**src/rtl/mem_arb_pkg.sv**
```systemverilog
// Shared types and default sizes for the unified-memory port arbiter.
package mem_arb_pkg;

  localparam int unsigned DefAw         = 8;
  localparam int unsigned DefDw         = 16;
  localparam int unsigned DefHostStreak = 4;

  typedef enum logic {
    StArb,
    StLock
  } arb_state_e;

  // Which requester owns the read data coming back from memory next cycle.
  typedef enum logic [1:0] {
    TagNone,
    TagHost,
    TagCpu
  } rd_tag_e;

endpackage

```
**src/rtl/mem_arb_fairness.sv**
```systemverilog
// Host streak counter: once the host has won HOST_STREAK consecutive grants
// against a waiting CPU, the CPU is given the next slot.
module mem_arb_fairness
  import mem_arb_pkg::*;
#(
  parameter int unsigned HOST_STREAK = DefHostStreak
) (
  input  logic clk,
  input  logic Rst,
  input  logic cpu_req,
  input  logic host_gnt,
  input  logic cpu_gnt,
  input  logic excl,
  output logic cpu_override
);

  localparam int unsigned SW = $clog2(HOST_STREAK + 1);
  localparam logic [SW-1:0] StreakMax = SW'(HOST_STREAK);

  logic [SW-1:0] streak_q, streak_d;

  // Next streak: held at zero under exclusive host ownership or when the CPU is not waiting.
  always_comb begin
    streak_d = streak_q;
    if (excl || !cpu_req || cpu_gnt) begin
      streak_d = '0;
    end else if (host_gnt && (streak_q != StreakMax)) begin
      streak_d = streak_q + 1'b1;
    end
  end

  // Streak register.
  always_ff @(posedge clk or posedge Rst) begin
    if (Rst) begin
      streak_q <= '0;
    end else begin
      streak_q <= streak_d;
    end
  end

  assign cpu_override = cpu_req && (streak_q == StreakMax);

endmodule

```
**src/rtl/mem_port_arbiter.sv**
```systemverilog
// Request/grant arbiter sharing the single-port unified memory between the
// CPU and the host loader/debug port, with host lock and CPU fairness.
module mem_port_arbiter
  import mem_arb_pkg::*;
#(
  parameter int unsigned AW          = DefAw,
  parameter int unsigned DW          = DefDw,
  parameter int unsigned HOST_STREAK = DefHostStreak
) (
  input  logic          clk,
  input  logic          Rst,
  input  logic          host_req,
  input  logic          host_we,
  input  logic          host_lock,
  input  logic [AW-1:0] host_addr,
  input  logic [DW-1:0] host_wdata,
  output logic          host_gnt,
  output logic          host_rvalid,
  output logic [DW-1:0] host_rdata,
  input  logic          cpu_req,
  input  logic          cpu_we,
  input  logic [AW-1:0] cpu_addr,
  input  logic [DW-1:0] cpu_wdata,
  output logic          cpu_gnt,
  output logic          cpu_rvalid,
  output logic [DW-1:0] cpu_rdata,
  output logic          cpu_stall,
  output logic          locked,
  output logic [AW-1:0] mem_addr,
  output logic [DW-1:0] mem_wdata,
  output logic          mem_we,
  input  logic [DW-1:0] mem_rdata
);

  arb_state_e    state_q;
  rd_tag_e       rd_tag_q, rd_tag_d;
  logic [DW-1:0] host_hold_q, cpu_hold_q;
  logic          excl;
  logic          cpu_override;

  // A lock request excludes the CPU in the same cycle, before the FSM reaches LOCK.
  assign excl = (state_q == StLock) || host_lock;

  mem_arb_fairness #(
    .HOST_STREAK (HOST_STREAK)
  ) u_fairness (
    .clk          (clk),
    .Rst          (Rst),
    .cpu_req      (cpu_req),
    .host_gnt     (host_gnt),
    .cpu_gnt      (cpu_gnt),
    .excl         (excl),
    .cpu_override (cpu_override)
  );

  // Grants, stall and memory mux; everything is forced quiet while reset is asserted.
  always_comb begin
    host_gnt  = !Rst && host_req && (excl || !cpu_override);
    cpu_gnt   = !Rst && cpu_req && !excl && (!host_req || cpu_override);
    cpu_stall = !Rst && cpu_req && !cpu_gnt;
    mem_addr  = host_gnt ? host_addr : cpu_addr;
    mem_wdata = host_gnt ? host_wdata : cpu_wdata;
    mem_we    = (host_gnt && host_we) || (cpu_gnt && cpu_we);
  end

  // Tag the owner of a read issued this cycle.
  always_comb begin
    rd_tag_d = TagNone;
    if (host_gnt && !host_we) begin
      rd_tag_d = TagHost;
    end else if (cpu_gnt && !cpu_we) begin
      rd_tag_d = TagCpu;
    end
  end

  // ARB/LOCK state machine.
  always_ff @(posedge clk or posedge Rst) begin
    if (Rst) begin
      state_q <= StArb;
    end else begin
      unique case (state_q)
        StArb:   if (host_lock)  state_q <= StLock;
        StLock:  if (!host_lock) state_q <= StArb;
        default: state_q <= StArb;
      endcase
    end
  end

  // Read tag and held read data; reset drops any read still in flight.
  always_ff @(posedge clk or posedge Rst) begin
    if (Rst) begin
      rd_tag_q    <= TagNone;
      host_hold_q <= '0;
      cpu_hold_q  <= '0;
    end else begin
      rd_tag_q <= rd_tag_d;
      if (host_rvalid) host_hold_q <= mem_rdata;
      if (cpu_rvalid)  cpu_hold_q  <= mem_rdata;
    end
  end

  assign locked      = (state_q == StLock);
  assign host_rvalid = (rd_tag_q == TagHost);
  assign cpu_rvalid  = (rd_tag_q == TagCpu);
  assign host_rdata  = host_rvalid ? mem_rdata : host_hold_q;
  assign cpu_rdata   = cpu_rvalid ? mem_rdata : cpu_hold_q;

endmodule

```
**config.mk**
```make
export PLATFORM = sky130hd
export DESIGN_NAME = mem_port_arbiter
export DESIGN_NICKNAME = d
export VERILOG_FILES = /design/src/rtl/mem_arb_pkg.sv /design/src/rtl/mem_arb_fairness.sv /design/src/rtl/mem_port_arbiter.sv
export SDC_FILE = /design/constraint.sdc
export NUM_CORES = 1
export LEC_CHECK = 0
export ABC_AREA = 1
export CORE_MARGIN = 8
export CORE_UTILIZATION = 39
export DETAILED_ROUTE_END_ITERATION = 8
export HOLD_SLACK_MARGIN = 0.02
export PLACE_DENSITY = 0.85
export SLEW_MARGIN = 25
export SYNTH_ARGS = -nofsm -noshare
export SYNTH_HDL_FRONTEND = slang
export SYNTH_SLANG_ARGS = --single-unit
export TNS_END_PERCENT = 50
```
**constraint.sdc**
```tcl
create_clock -name clk -period 6.15 [get_ports clk]
set_input_delay 1.23 -clock clk [delete_from_list [all_inputs] [get_ports clk]]
set_output_delay 1.23 -clock clk [all_outputs]
set_load 0.05 [all_outputs]
```
==> metrics.csv, run 1 <==
metric;value;unit
max cap viols;0;
Fin. Hold Viols;0;
Post-CTS Hold Buffers;0;
1st-iter DRT viols;58;
Fmax;217;MHz
Async S/R FF share, synth;100;%
Avg Inst Size Synth;8.18;um^2
clock tree root buffer cell;clkbuf_8;
worst vdd rail ir drop;0.260;mV
I/O pins;134;
Clock Latency Late Sink;0.29;ns
pwr dens;271;nW/um^2
Buf/Inv on CP;3;
CP max stage cell;clkdlybuf4s50_1;
Static Leak;0.00169;uW
vias in the first global route;2094;
CTS tree;built;
vias per cell;4.46;
total CTS buffers;5;
Initial Utilization;40.7;%
ANT cells;0;
final net count;457;
Synth Register Bits;38;
critical path data required time;4.92;ns
# clock sinks;38;
syn_nets;329;
Initial DRT Pass Iterations;4;
initial antenna violation count;0;
vias;2023;
Site Rows;26;
Horiz. Die Dim;89.3;um
Final Critical Period;4.62;ns
Die Span Y;89.3;um
Netlist cell types;23;
CP Launch Type;input port;
Pins Over Slew Limit;0;
Layout Utilization;67.7;%
setup TNS;0;ns
crit path kind;input port to output port;
clk_skew;0.00415;ns
post-synth top area share;45.4;%
I/O Buffers;133;
layout cells sized above 1;10.9;%
crit-path max FO;26;
Worst Hold Class;flop to flop;
Yosys Warn Count;0;
crit path DAT;3.39;ns
sequential area share after synthesis;45.4;%
worst path cell trace;clkdlybuf4s50_1, nand3_1, inv_2, nand2_4, nand2_8, nand2_1, nand2_1, clkdlybuf4s50_1;
status;finished clean;
CTS Buffer Depth;2;
Rel. slew slack;37.3;%
global-route wire length before repair;10.0;mm
post-CTS resize count;0;
CTS H-tree lvls;2;
Core Region;5140;um^2
critical path's top delay family;buffers and inverters;
Routed Antenna Nets;0;
remaining global-route overflow;0;
Worst Setup End Kind;output port;
# DRC;0;
fill count;452;
Crit path largest cell delay;0.84;ns
die area;7970;um^2
top-count cell post-synth;nand2_1;
total power;942;uW
Mapped Area;2090;um^2
ys flop type;dfrtp_1;
WHS;0.469;ns
largest net degree at the start of global routing;40;
Final GP Congestion;0.857;
WL per Instance;14.8;um
post-CTS setup repair buffer count;0;
synth cell count leaders;93 x nand2_1, 38 x dfrtp_1, 29 x inv_1;
multi-input logic area;896;um^2
top post-synthesis cells by area;dfrtp_1 45%, nand2_1 17%, o21ai_2 5.9%;
Detail Placement HPWL;5.32;mm
period utilization;75.1;%
Total GRT Usage;16.3;%
RSZ-0062 raised after global routing;no;
number of flops mapped to enable cells by yosys;0;
final wirelength;6.71;mm
Area growth syn-to-layout;66.2;%
largest area contributor in the netlist;dfrtp_1;
Clock Pin Slew Worst Setup and Hold Paths;0.06;ns
post-synthesis cell count;256;
register area;951;um^2
Setup violations, final;0;
Worst Max-Slew Pin Slew;0.938;ns
## per-layer routing
metal	vias up	global-route usage, %	part of all wire (%)
li1	1048	-	-
met1	905	17.1	37
met2	57	30.2	56
met3	13	3.77	4.5
met4	0	7.25	2.4
met5	-	0	0
## registers in the layout, indices dropped and copies added (netlist names)
register and count:
locked 1, rd_tag_q 2, cpu_hold_q 16, u_fairness.streak_q 3, host_hold_q 16
## metrics by stage
stage | instances | setup WS [ns] | instance area (um^2)
3_3_place_gp | 447 | 1.59 | 3400
5_1_grt | 454 | 1.41 | 3480
4_1_cts | 454 | 1.54 | 3480
6_report | 454 | 1.53 | 3480
2_1_floorplan | 256 | 1.77 | 2090
3_5_place_dp | 447 | 1.54 | 3400
## cells by family after synthesis
| logic type | share of synthesized area, % |
|---|---|
| flip-flops | 45.4 |
| AND/OR/NAND/NOR | 31.4 |
| adder cells (fa/ha/maj) | 1.20 |
| AO/OA/AOI/OAI | 10.2 |
| buffers and inverters | 11.8 |
## layout make-up
| type | instances | share of cell area [%] |
|---|---|---|
| Inverter | 32 | 3.45 |
| Clock inverter | 2 | 0.288 |
| Timing Repair Buffer | 135 | 38.7 |
| Sequential cell | 38 | 27.3 |
| Clock buffer | 5 | 1.98 |
| Multi-Input combinational cell | 172 | 25.7 |
| Tap cell | 70 | 2.52 |
## worst min-delay path, delay by kind of cell, from the launching register on
kind	cells	cell delay, ns
and+or+nand+nor	1	0.06
DFF	1	0.32
AOI/OAI and AO/OA	1	0.06
## cell usage in the layout, fill, tap and decap left out, drive strengths merged
cell and instances:
nor2 9, buf 2, nand4 2, clkdlybuf4s50 133, nand2 98, inv 32, clkinv 2, ha 2
o21ai 32, or2 1, dfrtp 38, nand3 28, clkbuf 5
## power by group
| group | internal (uW) | total (uW) | switching (uW) | leakage, uW |
|---|---|---|---|---|
| combinational | 166 | 479 | 312 | 0.00119 |
| sequential | 294 | 305 | 11.5 | 0.000457 |
| clock | 76.0 | 158 | 82.2 | 0.0000438 |
## path summary, 6_finish.rpt
kind / startpoint / endpoint / slack (ns) / depth (start not counted)
setup / recovery: cpu_req / mem_wdata[2] / 1.53 / 8
hold / removal: host_hold_q[0]$_DFF_PP0_ / host_hold_q[0]$_DFF_PP0_ / 0.47 / 2
setup reg to reg: rd_tag_q[0]$_DFF_PP0_ / cpu_hold_q[1]$_DFF_PP0_ / 4.55 / 3
hold reg to reg: host_hold_q[0]$_DFF_PP0_ / host_hold_q[0]$_DFF_PP0_ / 0.47 / 2
max in group asynchronous: Rst / cpu_hold_q[1]$_DFF_PP0_ / 4.26 / 3
min in group asynchronous: Rst / cpu_hold_q[11]$_DFF_PP0_ / 1.55 / 3
Note: power is estimated with default switching activity, not from simulation.
==> run 2, diff against run 1 <==
--- a/config.mk
+++ b/config.mk
@@ -7,10 +7,10 @@
 export LEC_CHECK = 0
 export ABC_AREA = 1
 export CORE_MARGIN = 8
-export CORE_UTILIZATION = 39
+export CORE_UTILIZATION = 33
 export DETAILED_ROUTE_END_ITERATION = 8
 export HOLD_SLACK_MARGIN = 0.02
-export PLACE_DENSITY = 0.85
+export PLACE_DENSITY = 0.77
 export SLEW_MARGIN = 25
 export SYNTH_ARGS = -nofsm -noshare
 export SYNTH_HDL_FRONTEND = slang
==> constraint.sdc (replaced) <==
create_clock -name clk -period 4 [get_ports clk]
set_input_delay 0.8 -clock clk [delete_from_list [all_inputs] [get_ports clk]]
set_output_delay 0.8 -clock clk [all_outputs]
set_load 0.05 [all_outputs]
==> metrics.csv, run 2 (synthesis gave the netlist of run 1 again) <==
metric;value;unit
Clock Pin Slew Worst Setup and Hold Paths;0.07;ns
Site Rows;29;
commonest cells after routing, fill and taps aside;105 x clkdlybuf4s50_1, 93 x nand2_1, 38 x dfrtp_1;
Initial DRT Pass Iterations;5;
Fmax;288;MHz
multi-input logic area;896;um^2
switching portion of total power;41.0;%
Hold Path End;host_hold_q[0]$_DFF_PP0_;
Horiz. Die Dim;95.6;um
Sw Pwr;617;uW
Final GP Congestion;0.808;
ANT cells;0;
most common cell after layout, fill and taps aside;clkdlybuf4s50_1;
CP max stage cell;clkdlybuf4s50_1;
RSZ-0062 raised after global routing;no;
max cap viols;0;
die area;9150;um^2
layout cells sized above 1;18.3;%
final net count;459;
setup TNS;0;ns
Crit path largest cell delay;0.83;ns
Pins Over Slew Limit;0;
I/O Buffers;133;
remaining global-route overflow;0;
Clock Latency Late Sink;0.28;ns
vias per cell;4.35;
Buf/Inv on CP;3;
critical path data required time;3.20;ns
1st-iter DRT viols;62;
Area growth syn-to-layout;66.5;%
largest registers;cpu_hold_q x16, host_hold_q x16, u_fairness.streak_q x3;
initial antenna violation count;0;
CP Launch Type;flop;
worst vdd rail ir drop;0.331;mV
pwr dens;432;nW/um^2
fill count;582;
period utilization;87.0;%
total CTS buffers;5;
register area;951;um^2
CTS Buffer Depth;2;
FF-to-FF Start;rd_tag_q[0]$_DFF_PP0_;
clk_skew;0.00473;ns
Initial Utilization;33.5;%
Worst Setup End Kind;output port;
Post-CTS Hold Buffers;0;
Detail Placement HPWL;5.24;mm
Routed Antenna Nets;0;
CTS H-tree lvls;2;
Fin. Hold Viols;0;
Worst R2R Path Depth;5;
crit-path max FO;21;
# DRC;0;
register share of total power;31.2;%
total power;1510;uW
critical path's top delay family;buffers and inverters;
clock network power share;20.5;%
clock tree root buffer cell;clkbuf_8;
Worst Max-Slew Pin Slew;0.912;ns
hold path startpoint;host_hold_q[0]$_DFF_PP0_;
global-route wire length before repair;10.1;mm
Die Span Y;95.6;um
post-CTS resize count;0;
Pint;889;uW
# clock sinks;38;
final wirelength;6.51;mm
Rel. slew slack;39.2;%
CTS tree;built;
vias in the first global route;2091;
largest net degree at the start of global routing;40;
worst path cell trace;inv_1, or2_1, buf_4, nand2_1, o21ai_1, clkdlybuf4s50_1;
Setup violations, final;0;
reg-to-reg endpoint;host_hold_q[1]$_DFF_PP0_;
I/O pins;134;
status;finished clean;
vias;2019;
Hold Crit Depth;2;
crit path kind;flop to output port;
reg-to-reg setup timing slack;2.34;ns
Comb pwr share;48.3;%
Final Critical Period;3.48;ns
Worst Hold Class;flop to flop;
WL per Instance;14.0;um
Static Leak;0.00175;uW
post-CTS setup repair buffer count;0;
Total GRT Usage;13.9;%
crit path DAT;2.68;ns
Core Region;6240;um^2
-- run 2: power by group through the flow --
stage          combinational (uW)  clock, uW  sequential, uW
2_1_floorplan                 468          0             476
3_3_place_gp                  728          0             475
3_5_place_dp                  734          0             478
4_1_cts                       736        323             471
5_1_grt                       768        339             476
6_report                      728        308             470
-- run 2: how the worst max path moves through the flow --
stage	from	to	slack, ns	cells after the start
2_1_floorplan	Rst	mem_we	0.48	7
3_3_place_gp	mem_rdata[0]	cpu_rdata[0]	0.79	4
4_1_cts	rd_tag_q[0]$_DFF_PP0_	host_rdata[1]	0.49	6
3_5_place_dp	mem_rdata[3]	cpu_rdata[3]	0.73	4
6_report	rd_tag_q[0]$_DFF_PP0_	host_rdata[1]	0.52	6
5_1_grt	rd_tag_q[0]$_DFF_PP0_	host_rdata[1]	0.30	6
-- run 2: layout make-up --
type	instances	area share, %
Timing Repair Buffer	137	37.8
Sequential cell	38	27.3
Multi-Input combinational cell	172	25.7
Inverter	32	3.45
Tap cell	77	2.76
Clock buffer	7	2.19
Clock inverter	1	0.861
-- run 2: tightest hold or removal path: stages, from the launching register on --
cell     delay (ns)
dfrtp_1        0.32
nand2_1        0.06
o21ai_2        0.06
-- run 2: routing by layer --
metal | vias to the layer above | track usage, % | routed length (um)
li1 | 1055 | - | -
met1 | 914 | 16.0 | 2460
met2 | 44 | 24.6 | 3690
met3 | 6 | 3.86 | 305
met4 | 0 | 3.84 | 44
met5 | - | 0 | 0
-- run 2: metrics by stage --
| stage | worst slack (ns) | utilization (%) | hold WS [ns] | cells | cell area, um^2 |
|---|---|---|---|---|---|
| 5_1_grt | 0.304 | 55.9 | 0.491 | 464 | 3490 |
| 4_1_cts | 0.487 | 55.9 | 0.476 | 464 | 3490 |
| 3_3_place_gp | 0.788 | 54.2 | 0.453 | 456 | 3380 |
| 3_5_place_dp | 0.730 | 54.2 | 0.457 | 456 | 3380 |
| 2_1_floorplan | 0.482 | - | 0.548 | 256 | 2090 |
| 6_report | 0.522 | 55.9 | 0.473 | 464 | 3490 |
